[src/rtl/fmul_arbiter.sv]
// fmul_arbiter: shares a single floating-point multiplier between NREQ
// requesters. Round-robin grant, one operation in flight, operands
// registered towards the multiplier, product returned tagged with the
// requester index over a valid/ready response port.
module fmul_arbiter #(
  parameter int N    = 32,
  parameter int NREQ = 4,
  parameter int LAT  = 1,
  localparam int IDW = $clog2(NREQ)
) (
  input  logic              clk,
  input  logic              rst,
  input  logic [NREQ-1:0]   req_valid,
  output logic [NREQ-1:0]   req_ready,
  input  logic [NREQ*N-1:0] req_a,
  input  logic [NREQ*N-1:0] req_b,
  output logic              rsp_valid,
  input  logic              rsp_ready,
  output logic [IDW-1:0]    rsp_id,
  output logic [N-1:0]      rsp_data,
  output logic [N-1:0]      mul_a,
  output logic [N-1:0]      mul_b,
  input  logic [N-1:0]      mul_out
);

  localparam int CW = $clog2(LAT + 1);

  typedef enum logic [1:0] {
    IDLE = 2'd0,
    BUSY = 2'd1,
    RESP = 2'd2
  } state_t;

  state_t          state_q, state_d;
  logic [IDW-1:0]  last_q;
  logic [IDW-1:0]  id_p0;
  logic [CW-1:0]   cnt_p0;
  logic [IDW-1:0]  grant;
  logic            grant_vld;
  logic [N-1:0]    a_arr [NREQ];
  logic [N-1:0]    b_arr [NREQ];

  for (genvar i = 0; i < NREQ; i++) begin : g_unpack
    assign a_arr[i] = req_a[i*N +: N];
    assign b_arr[i] = req_b[i*N +: N];
  end

  // Round-robin search: first valid requester after the last one granted.
  always_comb begin
    logic [IDW-1:0] idx;
    grant     = '0;
    grant_vld = 1'b0;
    idx       = '0;
    for (int k = 1; k <= NREQ; k++) begin
      idx = IDW'((int'(last_q) + k) % NREQ);
      if (!grant_vld && req_valid[idx]) begin
        grant     = idx;
        grant_vld = 1'b1;
      end
    end
  end

  // State register.
  always_ff @(posedge clk or posedge rst) begin
    if (rst) state_q <= IDLE;
    else     state_q <= state_d;
  end

  // Next-state and grant decode; req_ready is only ever raised in IDLE.
  always_comb begin
    state_d   = state_q;
    req_ready = '0;
    case (state_q)
      IDLE: begin
        if (grant_vld) begin
          req_ready[grant] = 1'b1;
          state_d          = BUSY;
        end
      end
      BUSY: begin
        if (cnt_p0 == CW'(1)) state_d = RESP;
      end
      RESP: begin
        if (rsp_ready) state_d = IDLE;
      end
      default: state_d = IDLE;
    endcase
  end

  // ---- stage p0: operands captured on accept, held stable while BUSY ----
  // Operand registers, grant history and latency counter.
  always_ff @(posedge clk or posedge rst) begin
    if (rst) begin
      mul_a  <= '0;
      mul_b  <= '0;
      id_p0  <= '0;
      last_q <= IDW'(NREQ - 1);
      cnt_p0 <= '0;
    end else begin
      if (state_q == IDLE && grant_vld) begin
        mul_a  <= a_arr[grant];
        mul_b  <= b_arr[grant];
        id_p0  <= grant;
        last_q <= grant;
        cnt_p0 <= CW'(LAT);
      end else if (state_q == BUSY) begin
        cnt_p0 <= cnt_p0 - CW'(1);
      end
    end
  end

  // ---- stage p1: product captured when the multiplier latency expires ----
  // Response register, held until the consumer accepts it.
  always_ff @(posedge clk or posedge rst) begin
    if (rst) begin
      rsp_valid <= 1'b0;
      rsp_id    <= '0;
      rsp_data  <= '0;
    end else begin
      if (state_q == BUSY && cnt_p0 == CW'(1)) begin
        rsp_data  <= mul_out;
        rsp_id    <= id_p0;
        rsp_valid <= 1'b1;
      end else if (state_q == RESP && rsp_ready) begin
        rsp_valid <= 1'b0;
      end
    end
  end

endmodule

[config.mk]
export PLATFORM = sky130hd
export DESIGN_NAME = fmul_arbiter
export DESIGN_NICKNAME = d
export VERILOG_FILES = /design/src/rtl/fmul_arbiter.sv
export SDC_FILE = /design/constraint.sdc
export NUM_CORES = 1
export LEC_CHECK = 0
export CELL_PAD_IN_SITES_DETAIL_PLACEMENT = 1
export CELL_PAD_IN_SITES_GLOBAL_PLACEMENT = 1
export CORE_ASPECT_RATIO = 0.9
export CORE_MARGIN = 3
export CORE_UTILIZATION = 28
export CTS_BUF_LIST = sky130_fd_sc_hd__clkbuf_16
export DETAILED_ROUTE_END_ITERATION = 6
export GPL_ROUTABILITY_DRIVEN = 0
export PLACE_DENSITY = 0.84
export SYNTH_ARGS = -nofsm -noshare
export SYNTH_HDL_FRONTEND = slang
export SYNTH_SLANG_ARGS = --single-unit
[constraint.sdc]
create_clock -name clk -period 4.3 [get_ports clk]
set_input_delay 0.645 -clock clk [delete_from_list [all_inputs] [get_ports clk]]
set_output_delay 0.645 -clock clk [all_outputs]
set_load 0.01 [all_outputs]
Yosys cells after proc, flatten, opt, wreduce, memory -nomap -nowiden
Index checks and enable logic that the tools add are counted.
{ "word_totals": {"regBits": 106, "latch_bits": 0, "ram_bits": 0, "mem_bits_ro": 0, "inputBits": 295, "out_inout_bits": 103, "elab_cells": 75, "mem_count": 0} }
{ "classes": {"add_sub_neg": 5, "n_mul": 0, "div": 0, "magnitude_cmp": 7, "eq_ne": 5, "shift": 0, "mux": 34, "bitwise": 1, "n_reduce_logical": 14} }
{ "op_table": {"columns": ["op", "n"], "rows": [
  ["32-bit binary-select mux with 2-bit select", 2],
  ["32-bit 2-to-1 mux", 4],
  ["2-bit by 3-bit < comparator with 1-bit output, second input constant", 5],
  ["2-bit 2-to-1 mux", 7],
  ["1-bit 2-to-1 mux", 13],
  ["1-bit binary-select mux with 2-bit select", 4],
  ["4-bit 2-to-1 mux", 2],
  ["1-bit logical AND", 7],
  ["2-bit != test, second input constant", 3],
  ["2-bit one-hot mux with 3 select lines", 1],
  ["2-bit by 1-bit adder with 2-bit output, second input constant", 2],
  ["2-bit adder, second input constant", 2],
  ["2-bit nonzero test", 2],
  ["3-bit greater-or-equal comparator, second input constant", 1],
  ["1-bit logical NOT", 3],
  ["2-bit NOT with 3-bit output", 1],
  ["3-bit AND reduction", 1],
  ["1-bit demux with 2-bit select", 1],
  ["2-bit by 1-bit == test with 1-bit output, second input constant", 1],
  ["2-bit == test, second input constant", 1],
  ["2-bit by 1-bit greater-or-equal comparator with 1-bit output, second input constant", 1],
  ["2-bit logical NOT", 1],
  ["1-bit subtractor, second input constant", 1]
]} }

Logic depth before layout (Yosys ltp)
{ "logic_depth": {"depth_word": 19, "mapped_depth": 8, "depth_no_buf": 5} }

Least setup slack after synthesis
No wires, ideal clock.
{ "synth_path": {"path_type": "in2out", "start": "in req_valid[0]", "end": "out req_ready[2]", "arrival_time_ns": 1.925, "required_ns": 3.655, "setup_slack_ns": 1.730, "stages": 7, "path_buffers": 4, "path_cell_list": "buf_2 -> nor4_2 -> or3_1 -> buf_4 -> buf_4 -> buf_6 -> nor3_1"} }
{ "synth_via": {"elab_chain_len": 18, "word_cells_on_any_way": 29, "cone_classes": "order compare (2); mux (20); reduce/logical (7)"} }
{ "synth_rtl": {"columns": ["item", "line_no", "source"], "rows": [
  ["from (decl)", "13", "input logic [NREQ-1:0] req_valid,"],
  ["1-bit binary-select mux with 2-bit select", "56", "if (!grant_vld && req_valid[idx]) begin"],
  ["1-bit 2-to-1 mux (not written as such)", "56", null],
  ["1-bit 2-to-1 mux", "56", null],
  ["1-bit logical NOT", "56", null],
  ["1-bit logical AND", "56", null],
  ["1-bit 2-to-1 mux", "56", null],
  ["1-bit logical NOT", "56", null],
  ["1-bit logical AND", "56", null],
  ["[... 2 more ...]", null, null],
  ["1-bit logical AND", "56", null],
  ["2-bit 2-to-1 mux", "56", null],
  ["2-bit by 3-bit < comparator with 1-bit output (not written as such) or 2-bit by 1-bit greater-or-equal comparator with 1-bit output (tied branches)", "76", "req_ready[grant] = 1'b1;"],
  ["1-bit logical AND (not written as such)", "76", null],
  ["1-bit 2-to-1 mux (not written as such)", "76", null],
  ["1-bit demux with 2-bit select", "76", null],
  ["4-bit 2-to-1 mux (*)", "75", "if (grant_vld) begin"],
  ["4-bit 2-to-1 mux (*)", "73", "case (state_q)"],
  ["to (decl)", "14", "output logic [NREQ-1:0] req_ready,"]
]} }
Mark *: on every way between the ends. The rest lies on a longest branch, timed or not. The select of a mux whose other input is x is not followed.

Final worst setup path
{ "layout_path": {"start": "in req_valid[3]", "end": "out req_ready[2]"} }
The elaborated chain is that of the path after synthesis.

==> impl_metrics.tcl <==
set metrics [dict create \
    outcome "finished clean" \
    clock_path_buffers 2 \
    layout.nets 1403 \
    finalCritPeriodShare_pct 83.1 \
    viasPerCell 5.13 \
    die_y_um 155 \
    hold_viol_final 0 \
    track_usage_pct 21.7 \
    reg2reg_slack_ns 1.74 \
    cts_buffers 9 \
    synth_largest_area_cell "dfrtp_1" \
    worst_ep_arrival_time_ns 2.93 \
    multi_input_area_um2 3930 \
    die_w_um 172 \
    ant_nets 0 \
    grt_antenna_before_repair 1 \
    ys.flop_type "dfrtp_1" \
    min_period_ns 3.57 \
    ir_drop_v 0.000449 \
    avgRoutedWirePerCell_um 21.0 \
    ios 398 \
    yosysSeqAreaShare_pct 38.2 \
    vias 7290 \
    hp-start "id_p0[0]$_DFFE_PP0P_" \
    cts_hold_buf 0 \
    drc 0 \
    hold_path.class "flop to flop" \
    skew_ns 0.0118 \
    htreeDepth 3 \
    path_clk_slew_ns 0.08 \
    core_area_um2 24300 \
    grt_start_max_net_pins 107 \
    synthArstFlopShare_pct 100 \
    ys_top_cells_by_count "dfrtp_1 (104), nand2_1 (89), o21ai_1 (74)" \
    tns_ns 0 \
    slew_headroom_pct 35.5 \
    finalMaxSlewViolations 0 \
    slowest_delay_ns 0.70 \
    hold_depth 2 \
    crit_top_cell "clkdlybuf4s50_1" \
    worst_ep_required_time_ns 3.65 \
    holdPathEnd "id_p0[0]$_DFFE_PP0P_" \
    synthTopCellsByArea "dfrtp_1 (37%), mux2i_1 (9.4%), mux2_2 (5.5%), o21ai_1 (5.3%), nand2_1 (4.8%)" \
    power_leakage_nw 4.43 \
    cts-resized-gates 0 \
    ys_types 40 \
    reg2regPathDepth 6 \
    routed_wl_um 29900 \
    crit_path_end_kind "output port" \
    nFillCells 2772 \
    die-area_um2 26700 \
    final_util_pct 46.9 \
    insertion_delay_ns 0.36 \
    rows 54 \
    grt_overflow 0 \
    syn_avg_cell_area_um2 9.27 \
    cp-start-kind "primary input" \
    cts-root-buf "clkbuf_16" \
    syn-num-nets 1044 \
    maxCapViolCount 0 \
    fmax_ghz 0.280 \
    worst_r2r_endpoint "mul_a[4]$_DFFE_PP0P_" \
    drtPass1Iterations 4 \
    cpMaxStageDelayCell "clkdlybuf4s50_1" \
    cts_tree "built" \
    r2r-start "last_q[1]$_DFFE_PP1P_" \
    p_per_area_nw_per_um2 619 \
    synth-seq-cells 106 \
    syn_inst 749 \
    port_buffers 397 \
    post_cts_buffers 0 \
    setup_viol 0 \
    critPathKind "primary input to output port" \
    hpwl_um 22000 \
    area_growth_pct 64.1 \
    path_cells "clkdlybuf4s50_1 -> nand2b_1 -> a22o_1 -> a221o_1 -> nor3_1 -> clkdlybuf4s50_1" \
    final_layout_size_suffix_gt1_share_pct 8.45 \
    cp_max_fo 11 \
    yosys_warnings 0 \
    synth_top_area_share_pct 37.5 \
    rsz0062_at_grt "false" \
    dpl_worst_slack_ns 0.729 \
    synthesis.area_um2 6940 \
    grt_pass1_wl_um 45000 \
    synth_most_common_cell "dfrtp_1" \
    setup_slack_ns 0.728 \
    grt_pass1_vias 7934 \
    drt_iter0_drc 300 \
    synth_edf_count 0 \
    tightest_slew_ns 0.968 \
    cts.sinks 106 \
    regArea_um2 2660 \
    initial_core_util_pct 28.5 \
]
layer usage:
metal  vias to the layer above  global-route usage (%)  share of wire, %
met5                         -                       0                 0
met4                         0                    5.89               1.9
met3                        30                    6.02               8.1
met2                       286                    40.2                52
met1                      3561                    24.1                38
li1                       3413                       -                 -
metrics by stage:
step	cell area (um2)	power, mW	std cells	hold slack [ns]
after floorplan	6940	4.33	749	0.452
after global placement	11100	6.10	1405	0.470
final	11400	7.05	1422	0.504
after global routing	11400	7.60	1422	0.534
after CTS	11400	7.17	1421	0.510
after detailed placement	11100	6.26	1405	0.491
layout by cell type, fill, tap and decap left out, types with 34 or more instances in the layout:
cell | synthesis | final
o21ai_1 | 74 | 74
and2_1 | 42 | 42
mux2_2 | 34 | 34
mux2i_1 | 65 | 65
nand3b_1 | 42 | 42
dfrtp_1 | 104 | 104
nand2_1 | 89 | 89
o211ai_1 | 41 | 41
clkdlybuf4s50_1 | 0 | 396
nand2b_1 | 45 | 45
state kept, by name, indices dropped and copies added (netlist names):
name       count
mul_a         32
mul_b         32
rsp_data      32
id_p0          2
last_q         2
rsp_id         2
state_q        2
cnt_p0         1
rsp_valid      1
worst max-delay path: cells and delay by family:
kind / cells / cell delay [ns]
AOI/OAI and AO/OA: 2 / 0.58
buffers and inverters: 2 / 1.32
and+or+nand+nor: 2 / 0.38
worst max-delay path by stage:
stage,endpoint,from,depth (start not counted),slack [ns]
after detailed placement,req_ready[2],req_valid[3],6,0.73
after CTS,req_ready[2],req_valid[3],6,0.73
after global routing,req_ready[2],req_valid[3],6,0.66
after global placement,req_ready[2],req_valid[3],6,0.77
final,req_ready[2],req_valid[3],6,0.73
after floorplan,cnt_p0$_DFFE_PP0P_,rst,1,0.87
power by group:
| part | total, mW | switching (mW) | internal (mW) |
|---|---|---|---|
| clock | 0.875 | 0.463 | 0.412 |
| combinational | 4.34 | 2.15 | 2.18 |
| sequential | 1.84 | 0.325 | 1.51 |
cell type report:
class / instances / share of cell area [%]
Antenna cell: 1 / 0.0220
Clock buffer: 9 / 1.98
Clock inverter: 7 / 0.615
Inverter: 5 / 0.187
Multi-Input combinational cell: 572 / 34.5
Sequential cell: 106 / 23.3
Tap cell: 308 / 3.38
Timing Repair Buffer: 414 / 36.1
kinds of logic (layout without fill, tap and decap cells):
| family | after synthesis | after routing | share of synthesized area (%) |
|---|---|---|---|
| simple gates | 260 | 260 | 19.9 |
| compound gates | 213 | 213 | 21.1 |
| flops | 106 | 106 | 38.2 |
| mux | 99 | 99 | 14.9 |
| buf+inv | 71 | 435 | 5.87 |
| other cells | 0 | 1 | 0 |
Note: power is estimated with default switching activity, not from simulation.
